## src/rtl/alsu_pkg.sv

```systemverilog
// Shared types for the ALSU driver: opcodes, command flag bundle, driver states.
package alsu_pkg;

    localparam int ALSU_IN_W  = 3;
    localparam int ALSU_OUT_W = 6;

    typedef enum logic [2:0] {
        OP_AND    = 3'd0,
        OP_XOR    = 3'd1,
        OP_ADD    = 3'd2,
        OP_MULT   = 3'd3,
        OP_SHIFT  = 3'd4,
        OP_ROTATE = 3'd5,
        OP_INV6   = 3'd6,
        OP_INV7   = 3'd7
    } opcode_e;

    typedef struct packed {
        logic cin;
        logic serial_in;
        logic direction;
        logic red_op_A;
        logic red_op_B;
        logic bypass_A;
        logic bypass_B;
    } alsu_flags_t;

    typedef enum logic [1:0] {
        ST_IDLE = 2'd0,
        ST_WAIT = 2'd1,
        ST_RESP = 2'd2
    } drv_state_e;

endpackage

```

## src/rtl/alsu_driver.sv

```systemverilog
// Command-side initiator for the ALSU: drives one operation, captures the result
// after the ALSU pipeline latency and returns it on a valid/ready response port.
//
// state   | meaning
// --------+------------------------------------------------------------
// ST_IDLE | ready for a command; alsu_* hold the last accepted command
// ST_WAIT | counting ALSU pipeline latency before sampling the result
// ST_RESP | response held on rsp_* until the consumer takes it
module alsu_driver
    import alsu_pkg::*;
#(
    parameter int ALSU_LATENCY = 2,
    parameter int CNT_W        = 8
) (
    input  logic                         clk,
    input  logic                         rst_n,
    input  logic                         cmd_valid,
    output logic                         cmd_ready,
    input  logic        [ALSU_IN_W-1:0]  cmd_a,
    input  logic        [ALSU_IN_W-1:0]  cmd_b,
    input  logic        [2:0]            cmd_opcode,
    input  logic        [6:0]            cmd_flags,
    output logic signed [ALSU_IN_W-1:0]  alsu_A,
    output logic signed [ALSU_IN_W-1:0]  alsu_B,
    output logic        [2:0]            alsu_opcode,
    output logic                         alsu_cin,
    output logic                         alsu_serial_in,
    output logic                         alsu_direction,
    output logic                         alsu_red_op_A,
    output logic                         alsu_red_op_B,
    output logic                         alsu_bypass_A,
    output logic                         alsu_bypass_B,
    input  logic signed [ALSU_OUT_W-1:0] alsu_out,
    input  logic                         alsu_invalid,
    output logic                         rsp_valid,
    input  logic                         rsp_ready,
    output logic signed [ALSU_OUT_W-1:0] rsp_out,
    output logic                         rsp_invalid,
    output logic        [CNT_W-1:0]      invalid_cnt,
    output logic                         busy
);

    // Wide enough to hold ALSU_LATENCY, also for a latency of 0.
    localparam int WCW = $clog2(ALSU_LATENCY + 2);
    localparam logic [WCW-1:0] LAT_TC = WCW'(ALSU_LATENCY);

    drv_state_e                  r_state;
    logic        [WCW-1:0]       r_cnt;
    logic        [ALSU_IN_W-1:0] r_a;
    logic        [ALSU_IN_W-1:0] r_b;
    logic        [2:0]           r_opcode;
    alsu_flags_t                 r_flags;
    logic                        r_rsp_valid;
    logic        [ALSU_OUT_W-1:0] r_rsp_out;
    logic                        r_rsp_invalid;
    logic        [CNT_W-1:0]     r_inv_cnt;

    always_ff @(posedge clk or negedge rst_n) begin
        if (!rst_n) begin
            r_state       <= ST_IDLE;
            r_cnt         <= '0;
            r_a           <= '0;
            r_b           <= '0;
            r_opcode      <= '0;
            r_flags       <= '0;
            r_rsp_valid   <= 1'b0;
            r_rsp_out     <= '0;
            r_rsp_invalid <= 1'b0;
            r_inv_cnt     <= '0;
        end else begin
            case (r_state)
                ST_IDLE: begin
                    if (cmd_valid) begin
                        r_a      <= cmd_a;
                        r_b      <= cmd_b;
                        r_opcode <= cmd_opcode;
                        r_flags  <= alsu_flags_t'(cmd_flags);
                        r_cnt    <= '0;
                        r_state  <= ST_WAIT;
                    end
                end
                ST_WAIT: begin
                    if (r_cnt == LAT_TC) begin
                        r_rsp_out     <= alsu_out;
                        r_rsp_invalid <= alsu_invalid;
                        r_rsp_valid   <= 1'b1;
                        // Saturate instead of wrapping so a flood of bad ops stays visible.
                        if (alsu_invalid && (r_inv_cnt != {CNT_W{1'b1}})) begin
                            r_inv_cnt <= r_inv_cnt + CNT_W'(1);
                        end
                        r_state <= ST_RESP;
                    end else begin
                        r_cnt <= r_cnt + WCW'(1);
                    end
                end
                ST_RESP: begin
                    if (rsp_ready) begin
                        r_rsp_valid <= 1'b0;
                        r_state     <= ST_IDLE;
                    end
                end
                default: r_state <= ST_IDLE;
            endcase
        end
    end

    assign cmd_ready      = (r_state == ST_IDLE);
    assign busy           = (r_state != ST_IDLE);
    assign alsu_A         = r_a;
    assign alsu_B         = r_b;
    assign alsu_opcode    = r_opcode;
    assign alsu_cin       = r_flags.cin;
    assign alsu_serial_in = r_flags.serial_in;
    assign alsu_direction = r_flags.direction;
    assign alsu_red_op_A  = r_flags.red_op_A;
    assign alsu_red_op_B  = r_flags.red_op_B;
    assign alsu_bypass_A  = r_flags.bypass_A;
    assign alsu_bypass_B  = r_flags.bypass_B;
    assign rsp_valid      = r_rsp_valid;
    assign rsp_out        = r_rsp_out;
    assign rsp_invalid    = r_rsp_invalid;
    assign invalid_cnt    = r_inv_cnt;

endmodule

```

## config.mk

```make
export PLATFORM = sky130hd
export DESIGN_NAME = alsu_driver
export DESIGN_NICKNAME = d
export VERILOG_FILES = /design/src/rtl/alsu_pkg.sv /design/src/rtl/alsu_driver.sv
export SDC_FILE = /design/constraint.sdc
export NUM_CORES = 1
export LEC_CHECK = 0
export ABC_AREA = 1
export CORE_MARGIN = 3
export CORE_UTILIZATION = 40
export CTS_CLUSTER_SIZE = 24
export DETAILED_ROUTE_END_ITERATION = 12
export GPL_TIMING_DRIVEN = 0
export PLACE_DENSITY = 0.84
export SYNTH_ARGS = -nofsm -noshare
export SYNTH_HDL_FRONTEND = slang
export SYNTH_SLANG_ARGS = --single-unit
```

## constraint.sdc

```tcl
create_clock -name clk -period 1.67 [get_ports clk]
set_input_delay 0.334 -clock clk [delete_from_list [all_inputs] [get_ports clk]]
set_output_delay 0.334 -clock clk [all_outputs]
set_load 0.005 [all_outputs]
```

==> out/qor.yml <==
synth_fa_ha_area_share_pct: 1.56
dpl.cell_count: 299
rrSetupSlack_ns: 0.20
setup_viol: 0
holdCritPathClass: "primary input to asynchronous set/reset pin"
crit_chain: "clkdlybuf4s50_1"
r2r_cells: 7
portBuffers: 60
ys_warn_count: 0
rr_endpoint: "invalid_cnt[1]"
final_nets: 291
root_buffer: "clkbuf_8"
ios: 61
intPower_mw: 2.54
synthCells: 191
hold_buffers: 0
dp_hpwl_microns: 2540
fin_crit_sh_pct: 95.2
finalMaxSlewViolations: 0
cts_tree: "yes"
status: "completed"
max_freq_ghz: 0.629
die_x_microns: 69.3
drt_iter0_drc: 80
layout.area.seq_sq_um: 902
cp_slowest_stage_delay_ns: 0.53
use_met1_pct: 17.8
drv_cap: 0
crit_required_ns: 1.34
die_h_microns: 69.3
overflow: 0
worst_setup_path_end_kind: "primary output"
synth_compound_area_share_pct: 1.64
first_pass_iters: 4
grt_pass1_vias: 1467
place_congestion: 0.780
slew_headroom_pct: 46.7
met2_usage_pct: 26.6
yosys.area_share.simple_pct: 33.9
fin_cells: 310
leakage_nw: 1.19
ys_seq_elements: 36
met3_usage_pct: 6.38
area_growth_pct: 49.2
synth_top_family_by_area: "simple AND/OR/NAND/NOR gates"
layout_common_cells: "111 x nand2_1, 57 x clkdlybuf4s50_1, 35 x dfrtp_1"
rsz0062_at_grt: "no"
coreArea_sq_um: 3770
ir_worst_vdd_v: 0.00103
die-area_sq_um: 4810
layout-drive-gt1-share_pct: 10.3
finalCriticalPeriod_ns: 1.59
whs_ns: 0.140
layout_commonest_cell: "nand2_1"
syn_area_sq_um: 1600
cp_max_fo: 6
critPathBufInv: 1
fillers: 338
mappedNetlistNets: 220
crit_path_start_kind: "flip-flop"
synth_seq_area_share_pct: 56.2
clockBufferDepth: 2
netSwitchingFraction_pct: 32.1
multiInputGateArea_sq_um: 626
postRouteAntennaNets: 0
crit_family: "buffers and inverters"
cts_sinks: 36
tightest_slew_ns: 0.800
avgViaCountPerCell: 4.68
skew_ns: 0.00473
wl_per_cell_microns: 11.6
grt_max_degree: 37
sequentialPowerShare_pct: 39.0
ys_types: 19
rows: 22
crit_arrival_ns: 1.26
combPwrFrac_pct: 43.3
path_clk_slew_ns: 0.07
htree_levels: 2
via_count: 1452
switching_power_mw: 1.20
grt-busiest-layer: "met2"
avgSynthCellArea_sq_um: 8.40
muxShareOfSynthArea_pct: 0
synthXorXnorAreaFrac_pct: 1.64
rr_startpoint: "r_state[1]"
grt_use_total_pct: 15.6
clk_latency_ns: 0.28
diodes: 0
hold_viol: 0
power.total_mw: 3.74
initial_core_util_pct: 42.5
grt_pass1_wl_microns: 6200
powerDensity_nw_per_um2: 1560
path_class: "flip-flop to primary output"
antenna_found_initial: 0
drc_errors: 0
routed_wl_microns: 3600
tns_ns: 0
slowest_stage: "clkdlybuf4s50_1"
clock_power_share_pct: 17.7
cts_buffers: 5
synth_stat cells:
| cell type | number | area [sq um] |
|---|---|---|
| nand3_4 | 1 | 17.5 |
| nor2_1 | 6 | 22.5 |
| inv_2 | 3 | 11.3 |
| dfrtp_1 | 36 | 901 |
| nor2_2 | 1 | 6.26 |
| a21oi_2 | 1 | 8.76 |
| nand3b_1 | 1 | 7.51 |
| buf_6 | 2 | 22.5 |
| o31ai_1 | 1 | 7.51 |
| nor2_4 | 2 | 22.5 |
| nand4_1 | 1 | 6.26 |
| buf_8 | 1 | 15.0 |
| ha_1 | 2 | 25.0 |
| xor2_1 | 3 | 26.3 |
| o21ai_0 | 2 | 10.0 |
| nand3_1 | 5 | 25.0 |
| inv_1 | 9 | 33.8 |
| nand2_2 | 3 | 18.8 |
| nand2_1 | 111 | 417 |
flip-flops by register name, summed over array words and instances, names as in the netlist:
| name | cells |
|---|---|
| alsu_direction | 1 |
| rsp_valid | 1 |
| alsu_A | 3 |
| alsu_bypass_A | 1 |
| alsu_opcode | 3 |
| alsu_red_op_B | 1 |
| rsp_invalid | 1 |
| alsu_cin | 1 |
| rsp_out | 6 |
| alsu_B | 3 |
| alsu_bypass_B | 1 |
| r_cnt | 2 |
| alsu_red_op_A | 1 |
| alsu_serial_in | 1 |
| invalid_cnt | 8 |
| r_state | 2 |
per-layer routing:
layer / wire (microns) / part of all wire, % / vias up
li1: - / - / 722
met1: 1570 / 44 / 664
met2: 1730 / 48 / 62
met3: 281 / 7.8 / 4
met4: 17 / 0.47 / 0
met5: 0 / 0 / -
power by group through the flow:
stage          Clock, mW  Sequential, mW  Combinational (mW)
6_report           0.660            1.46                1.62
5_1_grt            0.716            1.51                1.78
4_1_cts            0.684            1.46                1.64
3_5_place_dp           0            1.47                1.58
3_3_place_gp           0            1.47                1.53
2_1_floorplan          0            1.48               0.646
worst max path at each step:
stage,from,endpoint,slack [ns],cells past startpoint
finish,invalid_cnt[2],invalid_cnt[2],0.08,1
global route,invalid_cnt[2],invalid_cnt[2],0.03,1
CTS,r_state[1],busy,0.02,3
detailed placement,alsu_invalid,invalid_cnt[1],0.04,5
global placement,rst_n,alsu_A[1],-0.57,1
floorplan,invalid_cnt[0],invalid_cnt[0],0.42,6
area by class of cell:
cell class              count  area share (%)
plain buffers               3            1.57
inverters                  12            1.88
multi-input cells         140            26.1
well taps                  48            2.51
flip-flops and latches     36            37.7
repair buffers             64            26.2
clock buffers               7            4.03
repair_timing:
item	4_1_cts	5_1_grt
pin swaps	1	1
gates cloned	0	0
resized for setup	3	1
setup endpoints to repair	2	1
buffers inserted	3	1
logic make-up (layout without fill, tap and decap cells):
group / after synthesis / count (layout)
AO/OA/AOI/OAI: 4 / 4
XOR/XNOR: 3 / 3
adder cells (fa/ha/maj): 2 / 2
buffers and inverters: 15 / 86
flip-flops: 36 / 36
AND/OR/NAND/NOR: 131 / 131
per-stage QoR:
| stage | instance area (sq um) | util (%) | worst slack (ns) |
|---|---|---|---|
| 6_report | 2390 | 63.5 | 0.0797 |
| 5_1_grt | 2390 | 63.5 | 0.0278 |
| 4_1_cts | 2380 | 63.2 | 0.0189 |
| 3_5_place_dp | 2260 | 59.9 | 0.0403 |
| 3_3_place_gp | 2260 | 60.1 | -0.565 |
| 2_1_floorplan | 1600 | - | 0.419 |
Note: power is estimated with default switching activity, not from simulation.
